## src/rtl/qeg_pkg.sv

```systemverilog
// Shared types and Gray-step tables for the quadrature encoder emulator.
package qeg_pkg;

   typedef enum logic [1:0] {
      IDLE = 2'd0,
      RUN  = 2'd1,
      DONE = 2'd2
   } qeg_state_e;

   // Next {B,A} code, indexed by the current {B,A} code.
   localparam logic [1:0] GRAY_FWD_NEXT [4] = '{2'b01, 2'b11, 2'b00, 2'b10};
   localparam logic [1:0] GRAY_REV_NEXT [4] = '{2'b10, 2'b00, 2'b11, 2'b01};

   // |cmd| as unsigned; -2^31 maps to 2^31.
   function automatic logic [31:0] cmd_magnitude(input logic [31:0] cmd);
      return cmd[31] ? (~cmd + 32'd1) : cmd;
   endfunction

endpackage

```

## src/rtl/qeg_rate_tick.sv

```systemverilog
// Edge-rate prescaler: counts 0..P-1 while enabled and fires a 1-cycle tick at P-1.
module qeg_rate_tick #(
   parameter int PERIOD_W = 16
) (
   input  logic                CLK,
   input  logic                RST_n,
   input  logic                en,
   input  logic                restart,
   input  logic [PERIOD_W-1:0] period,
   output logic                tick
);

   localparam logic [PERIOD_W-1:0] ONE = PERIOD_W'(1);

   logic [PERIOD_W-1:0] count_q, count_d;

   // A restart (new LOAD) suppresses any tick in the same cycle.
   always_comb begin
      tick    = en && !restart && (count_q == (period - ONE));
      count_d = count_q + ONE;
      if (restart || !en || tick) begin
         count_d = '0;
      end
   end

   always_ff @(posedge CLK or negedge RST_n) begin
      if (!RST_n) begin
         count_q <= '0;
      end else begin
         count_q <= count_d;
      end
   end

endmodule

```

## src/rtl/qei_pulse_gen.sv

```systemverilog
// Quadrature encoder emulator: signed step command -> Gray-coded PHASEA/PHASEB.
// Optional index output and angle counter are built when QEG_INDEX_EN is defined.
//
// state | meaning
// IDLE  | no run in progress, phases hold
// RUN   | emitting one edge per tick until REMAIN reaches 0
// DONE  | run completed; QEG_DONE pulses on the following cycle
module qei_pulse_gen
   import qeg_pkg::*;
#(
   parameter int PERIOD_W   = 16,
   parameter int MIN_PERIOD = 2,
   parameter int CPR        = 1024
) (
   input  logic                CLK,
   input  logic                RST_n,
   input  logic [31:0]         QEG_CMD_Set,
   input  logic                QEG_LOAD,
   input  logic                QEG_STOP,
   input  logic                QEG_CLEAR,
   input  logic [PERIOD_W-1:0] QEG_PERIOD_Set,
   output logic [31:0]         QEG_POS_Read,
   output logic [31:0]         QEG_REMAIN_Read,
   output logic                QEG_BUSY,
   output logic                QEG_DONE,
   output logic                CH_PHASEA,
   output logic                CH_PHASEB
`ifdef QEG_INDEX_EN
   ,
   output logic                CH_INDEX
`endif
);

   localparam logic [PERIOD_W-1:0] MIN_P = PERIOD_W'(MIN_PERIOD);

   qeg_state_e          state_q, state_d;
   logic [31:0]         remain_q, remain_d;
   logic                dir_q, dir_d;
   logic [PERIOD_W-1:0] period_q, period_d;
   logic [31:0]         pos_q, pos_d;
   logic [1:0]          ph_q, ph_d;
   logic                busy_q, busy_d;
   logic                done_q, done_d;

   logic                load_ok;
   logic                restart;
   logic                tick;
   logic                tick_en;
   logic [31:0]         cmd_mag;
   logic [PERIOD_W-1:0] period_clamped;

   assign load_ok        = QEG_LOAD && !QEG_STOP;
   assign cmd_mag        = cmd_magnitude(QEG_CMD_Set);
   assign period_clamped = (QEG_PERIOD_Set < MIN_P) ? MIN_P : QEG_PERIOD_Set;
   assign tick_en        = (state_q == RUN) && !QEG_STOP;
   assign restart        = load_ok;

   qeg_rate_tick #(
      .PERIOD_W (PERIOD_W)
   ) u_rate_tick (
      .CLK     (CLK),
      .RST_n   (RST_n),
      .en      (tick_en),
      .restart (restart),
      .period  (period_q),
      .tick    (tick)
   );

   always_comb begin
      state_d  = state_q;
      remain_d = remain_q;
      dir_d    = dir_q;
      period_d = period_q;

      case (state_q)
         RUN: begin
            if (QEG_STOP) begin
               state_d  = IDLE;
               remain_d = '0;
            end else if (tick) begin
               remain_d = remain_q - 32'd1;
               if (remain_q == 32'd1) begin
                  state_d = DONE;
               end
            end
         end
         DONE:    state_d = IDLE;
         default: state_d = IDLE;
      endcase

      // A LOAD is accepted identically from IDLE, DONE or RUN (retarget).
      if (load_ok) begin
         period_d = period_clamped;
         dir_d    = QEG_CMD_Set[31];
         remain_d = cmd_mag;
         state_d  = (cmd_mag != 32'd0) ? RUN : DONE;
      end
   end

   always_comb begin
      ph_d  = ph_q;
      pos_d = pos_q;
      if (tick) begin
         ph_d  = dir_q ? GRAY_REV_NEXT[ph_q] : GRAY_FWD_NEXT[ph_q];
         pos_d = dir_q ? (pos_q - 32'd1) : (pos_q + 32'd1);
      end
      if (QEG_CLEAR) begin
         pos_d = '0;
      end
      busy_d = (state_d == RUN);
      done_d = (state_q == DONE);
   end

   always_ff @(posedge CLK or negedge RST_n) begin
      if (!RST_n) begin
         state_q  <= IDLE;
         remain_q <= '0;
         dir_q    <= 1'b0;
         period_q <= MIN_P;
         pos_q    <= '0;
         ph_q     <= 2'b00;
         busy_q   <= 1'b0;
         done_q   <= 1'b0;
      end else begin
         state_q  <= state_d;
         remain_q <= remain_d;
         dir_q    <= dir_d;
         period_q <= period_d;
         pos_q    <= pos_d;
         ph_q     <= ph_d;
         busy_q   <= busy_d;
         done_q   <= done_d;
      end
   end

   assign QEG_POS_Read    = pos_q;
   assign QEG_REMAIN_Read = remain_q;
   assign QEG_BUSY        = busy_q;
   assign QEG_DONE        = done_q;
   assign CH_PHASEA       = ph_q[0];
   assign CH_PHASEB       = ph_q[1];

`ifdef QEG_INDEX_EN
   localparam int ANG_W = $clog2(4 * CPR);
   localparam logic [ANG_W-1:0] ANG_MAX = ANG_W'(4 * CPR - 1);

   logic [ANG_W-1:0] angle_q, angle_d;
   logic             index_q, index_d;

   // Angle tracks the phase modulo one revolution, so angle 0 lands on {B,A}=00.
   always_comb begin
      angle_d = angle_q;
      if (tick) begin
         if (dir_q) begin
            angle_d = (angle_q == '0) ? ANG_MAX : (angle_q - ANG_W'(1));
         end else begin
            angle_d = (angle_q == ANG_MAX) ? '0 : (angle_q + ANG_W'(1));
         end
      end
      if (QEG_CLEAR) begin
         angle_d = '0;
      end
      index_d = (angle_d == '0);
   end

   always_ff @(posedge CLK or negedge RST_n) begin
      if (!RST_n) begin
         angle_q <= '0;
         index_q <= 1'b1;
      end else begin
         angle_q <= angle_d;
         index_q <= index_d;
      end
   end

   assign CH_INDEX = index_q;
`endif

endmodule

```

## config.mk

```make
export PLATFORM = sky130hd
export DESIGN_NAME = qei_pulse_gen
export DESIGN_NICKNAME = d
export VERILOG_FILES = /design/src/rtl/qeg_pkg.sv /design/src/rtl/qeg_rate_tick.sv /design/src/rtl/qei_pulse_gen.sv
export SDC_FILE = /design/constraint.sdc
export NUM_CORES = 1
export LEC_CHECK = 0
export ABC_AREA = 1
export CORE_ASPECT_RATIO = 0.9
export CORE_MARGIN = 3
export CORE_UTILIZATION = 35
export DETAILED_ROUTE_END_ITERATION = 6
export PLACE_DENSITY = 0.67
export SLEW_MARGIN = 20
export SYNTH_ARGS = -nofsm -noshare
export SYNTH_HDL_FRONTEND = slang
export SYNTH_SLANG_ARGS = --single-unit
```

## constraint.sdc

```tcl
create_clock -name CLK -period 2.5 [get_ports CLK]
set_input_delay 0.375 -clock CLK [delete_from_list [all_inputs] [get_ports CLK]]
set_output_delay 0.375 -clock CLK [all_outputs]
set_load 0.01 [all_outputs]
```

# Word-level counts from Yosys, hierarchy flattened
# Index checks and enable logic that the tools add are counted.
# word_totals
inputBits	53
out_inout_bits	68
word_cells	61
ff_bits	103
# classes
mux	23
reduce_logical	14
add_sub_neg	6
magnitude_cmp	2
eq_ne	5
bitwise_logic	2
# op_table
op	count
32-bit 2-to-1 mux	8
32-bit by 1-bit adder with 32-bit output, second input constant	2
32-bit by 1-bit subtractor with 32-bit output, second input constant	2
32-bit by 1-bit == test with 1-bit output, second input constant	1
16-bit 2-to-1 mux	2
32-bit inverter	1
32-bit nonzero test	1
2-bit 2-to-1 mux	11
16-bit by 1-bit adder with 16-bit output, second input constant	1
16-bit == test	1
16-bit by 2-bit less-than comparator with 1-bit output, second input constant	1
16-bit by 1-bit subtractor with 16-bit output, second input constant	1
2-bit binary-select mux with 2-bit select	2
2-bit by 1-bit == test with 1-bit output, second input constant	2
1-bit logical AND	4
2-bit nonzero test	2
3-bit >= comparator, second input constant	1
1-bit logical NOT	3
2-bit inverter with 3-bit output	1
3-bit nonzero test	1
2-bit == test, second input constant	1
1-bit logical OR	2
2-bit AND reduction	1

# Logic depth before layout (Yosys ltp)
# logic_depth
depth_word	10
depth_mapped	16

# Modules after synthesis
# Synthesis repeated with hierarchy kept, for this count alone.
# unflattened
cells_unflattened	1422
area_unflattened_um2	9132.5
# by_module_without_submodules
module	cells_each	seq_area_each_um2	area_each_um2	instances
qei_pulse_gen	1168	2178.3	7527.2	1
qeg_rate_tick	254	400.4	1605.3	1

# Worst setup path after synthesis
# OpenSTA, ideal clock, no wires.
# synth_path
path_type	reg2reg
startpoint	reg dir_q
endpoint	reg pos_q[21], in the netlist QEG_POS_Read[21]
period_less_slack_ns	2.594
setup_ns	0.117
setup_slack_ns	-0.094
required_ns	2.383
path_buffers	0
arrival_ns	2.477
stages_incl_launch_ff	13
cell_sequence	dfrtp_1 > ha_1 > nand3_1 > nand3_1 > a21oi_1 > inv_1 > nand2_1 > nand3_1 > nand2_1 > nand2_1 > or2_2 > nand3_1 > nand2_1
# synth_via
elab_chain_cells	3
# synth_rtl
element	line	text
start: declaration	qei_pulse_gen.sv:38	logic dir_q, dir_d;
start signal: assignment	qei_pulse_gen.sv:127	dir_q <= dir_d;
32-bit 2-to-1 mux	qei_pulse_gen.sv:105	pos_d = dir_q ? (pos_q - 32'd1) : (pos_q + 32'd1);
32-bit 2-to-1 mux	qei_pulse_gen.sv:103	if (tick) begin
32-bit 2-to-1 mux	qei_pulse_gen.sv:107	if (QEG_CLEAR) begin
end signal: assignment	qei_pulse_gen.sv:129	pos_q <= pos_d;
end: declaration	qei_pulse_gen.sv:40	logic [31:0] pos_q, pos_d;
# No other way between the ends. The select of a mux whose other input is x is not followed.
# A chain may end at the register's enable or synchronous reset.

# Final worst setup path
# layout_path
startpoint	reg period_q[0]
endpoint	reg ph_q[0]
# layout_via
elab_chain_cells	3
# layout_rtl
element	line	text
start: declaration	qei_pulse_gen.sv:39	logic [PERIOD_W-1:0] period_q, period_d;
start signal: assignment	qei_pulse_gen.sv:128	period_q <= period_d;
16-bit by 1-bit subtractor with 16-bit output	qeg_rate_tick.sv:19	tick = en && !restart && (count_q == (period - ONE));
16-bit == test	qeg_rate_tick.sv:19	
1-bit logical AND	qeg_rate_tick.sv:19	
end signal: assignment	qei_pulse_gen.sv:130	ph_q <= ph_d;
end: declaration	qei_pulse_gen.sv:41	logic [1:0] ph_q, ph_d;
# No other way between the ends.

==> reports/results.ini <==
[status]
status = finished, final reports clean

[layout]
area_delta_synth_final_pct = 27.4
layout_commonest_cell = nand2_1
diodes = 0
final_cell_mix = nand2_1, nor2_1, nand3_1
nets = 1696
drive_above_1_share_pct = 8.44

[logic_synthesis]
synth.top_cell.area_share_pct = 28.2
synth_ff_type = dfrtp_1
seq_area_frac_synth_pct = 28.5
synth_cells = 1435
ys_ff_latch = 103
async_flop_share_pct = 100
synth_area_um2 = 9040
synth_area_leader_cell = dfrtp_1
synth-edff-count = 0
yosysWarningCount = 0
synth.area.top_cells = dfrtp_1, nand2_1, nor2_1
syn_area_per_cell_um2 = 6.30
synth.distinct_cells = 43
synthesis.nets = 1524

[routing]
drtIter0Drc = 710
wl_per_cell_um = 14.8
first_pass_iters = 6
via_per_inst = 5.04
wirelength_um = 28900
vias = 9839
drc_errors = 0
detail-route-antenna-nets = 0

[worst_setup_path]
slowest_delay_ps = 400
critPathRequiredTime_ps = 2740
timing.rr.end = ph_q[0]
path_max_fanout = 5
crit_slowest_cell = dfrtp_1
r2r_cells = 14
cp.arrival_ps = 2590
start_kind = flop
r2r_slack_ps = 150
cp_cell_sequence = inv_2 -> ha_2 -> nand3_4 -> nor2_1 -> nand2_1 -> nand3_1 -> nand3_1 -> nor3_2 -> nand3_4 -> buf_4 -> buf_4 -> buf_4 -> nand2_1 -> o21ai_0
end_kind = flop
setup.worst_path.class = flop to flop
r2r-start = period_q[0]
cp_common_cell = buf_4

[clock_network]
cts_tree = done
clkTransAtPathRegs_ps = 80
cts_max_level = 3
cts_max_path_buffers = 2
cts-root-buf = clkbuf_16
clkSinkCount = 103
insertion_delay_ps = 360
cts_buffers = 9

[floorplanning]
die_area_um2 = 27800
dieHeight_um = 158
core_area_um2 = 25300
start_util_pct = 35.8
fp-row-count = 55
ios = 121
fp.dieW_um = 175

[sta]
fmax_ghz = 0.425
hold_violations = 0
final.setup.worst_slack_ps = 149
slew_headroom_pct = 50.7
period_needed_ps = 2350
fin_worst_skew_ps = 10.1
setup_violations = 0
worst_pin_slew_ps = 738
min_period_over_period_pct = 94.0
slew_violations = 0
finalSetupTns_ps = 0

[hold_path]
hp-class = flop to flop
holdPathStages = 1
worstHoldStart = state_q[0]
whs_endpoint = QEG_DONE

[power]
leakagePower_nw = 5.70
vdd_ir_drop_max_mv = 0.383
p_per_area_nw_per_um2 = 679

[placed_design]
dp_slack_ps = -124
hpwl_um = 22800
port_buffers = 120
gp_congestion = 0.929

[global_routing]
overflow = 0
track_usage_pct = 20.5
grt_pass1_vias = 9404
antenna_found_initial = 0
grt_max_degree = 37
grt_first_pass_wirelength_um = 46800

[flow_run]
cap_violations = 0

## synth_stat cells (3+ instances only)
master and instances:
buf_4 6, nand2_1 472, inv_2 5, xnor2_1 24, inv_1 127, a21oi_1 49
a21o_1 7, dfrtp_1 102, buf_6 6, or2_2 6, nor4_1 8, nand3_1 140
nor2_2 3, o21bai_1 3, o22ai_1 7, o21ai_0 66, clkbuf_1 17, ha_1 35
nor3_1 23, xor2_1 56, nor2_1 205, nand3b_1 11, nand4_1 29
## through the flow
step	instances	utilization (%)	total power [mW]	hold slack [ps]	area, um^2
finish	1954	45.6	7.82	429	11500
CTS	1944	44.7	7.76	429	11300
floorplan	1435	-	4.79	79.4	9040
detailed placement	1927	43.6	6.37	380	11000
global route	1954	45.6	8.47	448	11500
global placement	1927	43.6	6.31	368	11000
## sequential cells by signal, summed over array words and instances (netlist names), 2 cells and up
register,cells
QEG_POS_Read,32
QEG_REMAIN_Read,32
period_q,16
u_rate_tick.count_q,16
ph_q,2
state_q,2
## layout make-up
| cell class | count | area, um^2 |
|---|---|---|
| inverter | 134 | 505 |
| multi-input combinational | 1167 | 5900 |
| fill | 2602 | 13700 |
| sequential | 103 | 2580 |
| clock inverter | 7 | 47.5 |
| tap | 342 | 428 |
| clock buffer | 9 | 225 |
| timing repair buffer | 192 | 1830 |
## worst max path at each step
stage	from	endpoint	slack, ps	cells past startpoint
CTS	dir_q	QEG_POS_Read[21]	20	13
detailed placement	QEG_CMD_Set[0]	QEG_BUSY	-120	17
global placement	QEG_CMD_Set[0]	state_q[0]	-80	17
finish	period_q[0]	ph_q[0]	150	14
global route	dir_q	QEG_POS_Read[24]	-3	13
floorplan	dir_q	QEG_POS_Read[21]	210	12
## kinds of logic after synthesis
logic type	count (synthesis)	share of synthesized area [%]
xor gates and xnor gates	81	7.93
buffers and inverters	166	7.66
and+or+nand+nor	909	42.5
AOI/OAI and AO/OA	140	8.29
DFF	103	28.5
adders and majority gates	36	5.06
## critical path, delay by kind of cell, from the launching register on
| family | cells | cell delay (ps) |
|---|---|---|
| AND/OR/NAND/NOR | 8 | 1050 |
| buffers and inverters | 4 | 490 |
| flip-flops | 1 | 400 |
| adder cells (fa/ha/maj) | 1 | 210 |
| AO/OA/AOI/OAI | 1 | 70 |
## power breakdown
group / internal, mW / switching (mW)
logic: 1.76 / 2.33
registers: 1.97 / 0.395
clock network: 0.676 / 0.678
## per-layer routing
layer | GRT usage (%) | part of all wire, % | wire length [um]
met1 | 27.4 | 45 | 13100
met2 | 34.9 | 47 | 13500
met3 | 3.58 | 5.9 | 1690
met4 | 5.01 | 2.2 | 628
met5 | 0 | 0 | 0
## repair_timing
item	in CTS	in global routing
endpoints found under the hold margin	13	0
hold buffers	1	0
endpoints found under the setup margin	0	66
resized for setup	0	33
buffers inserted	0	8
Note: power is estimated with default switching activity, not from simulation.
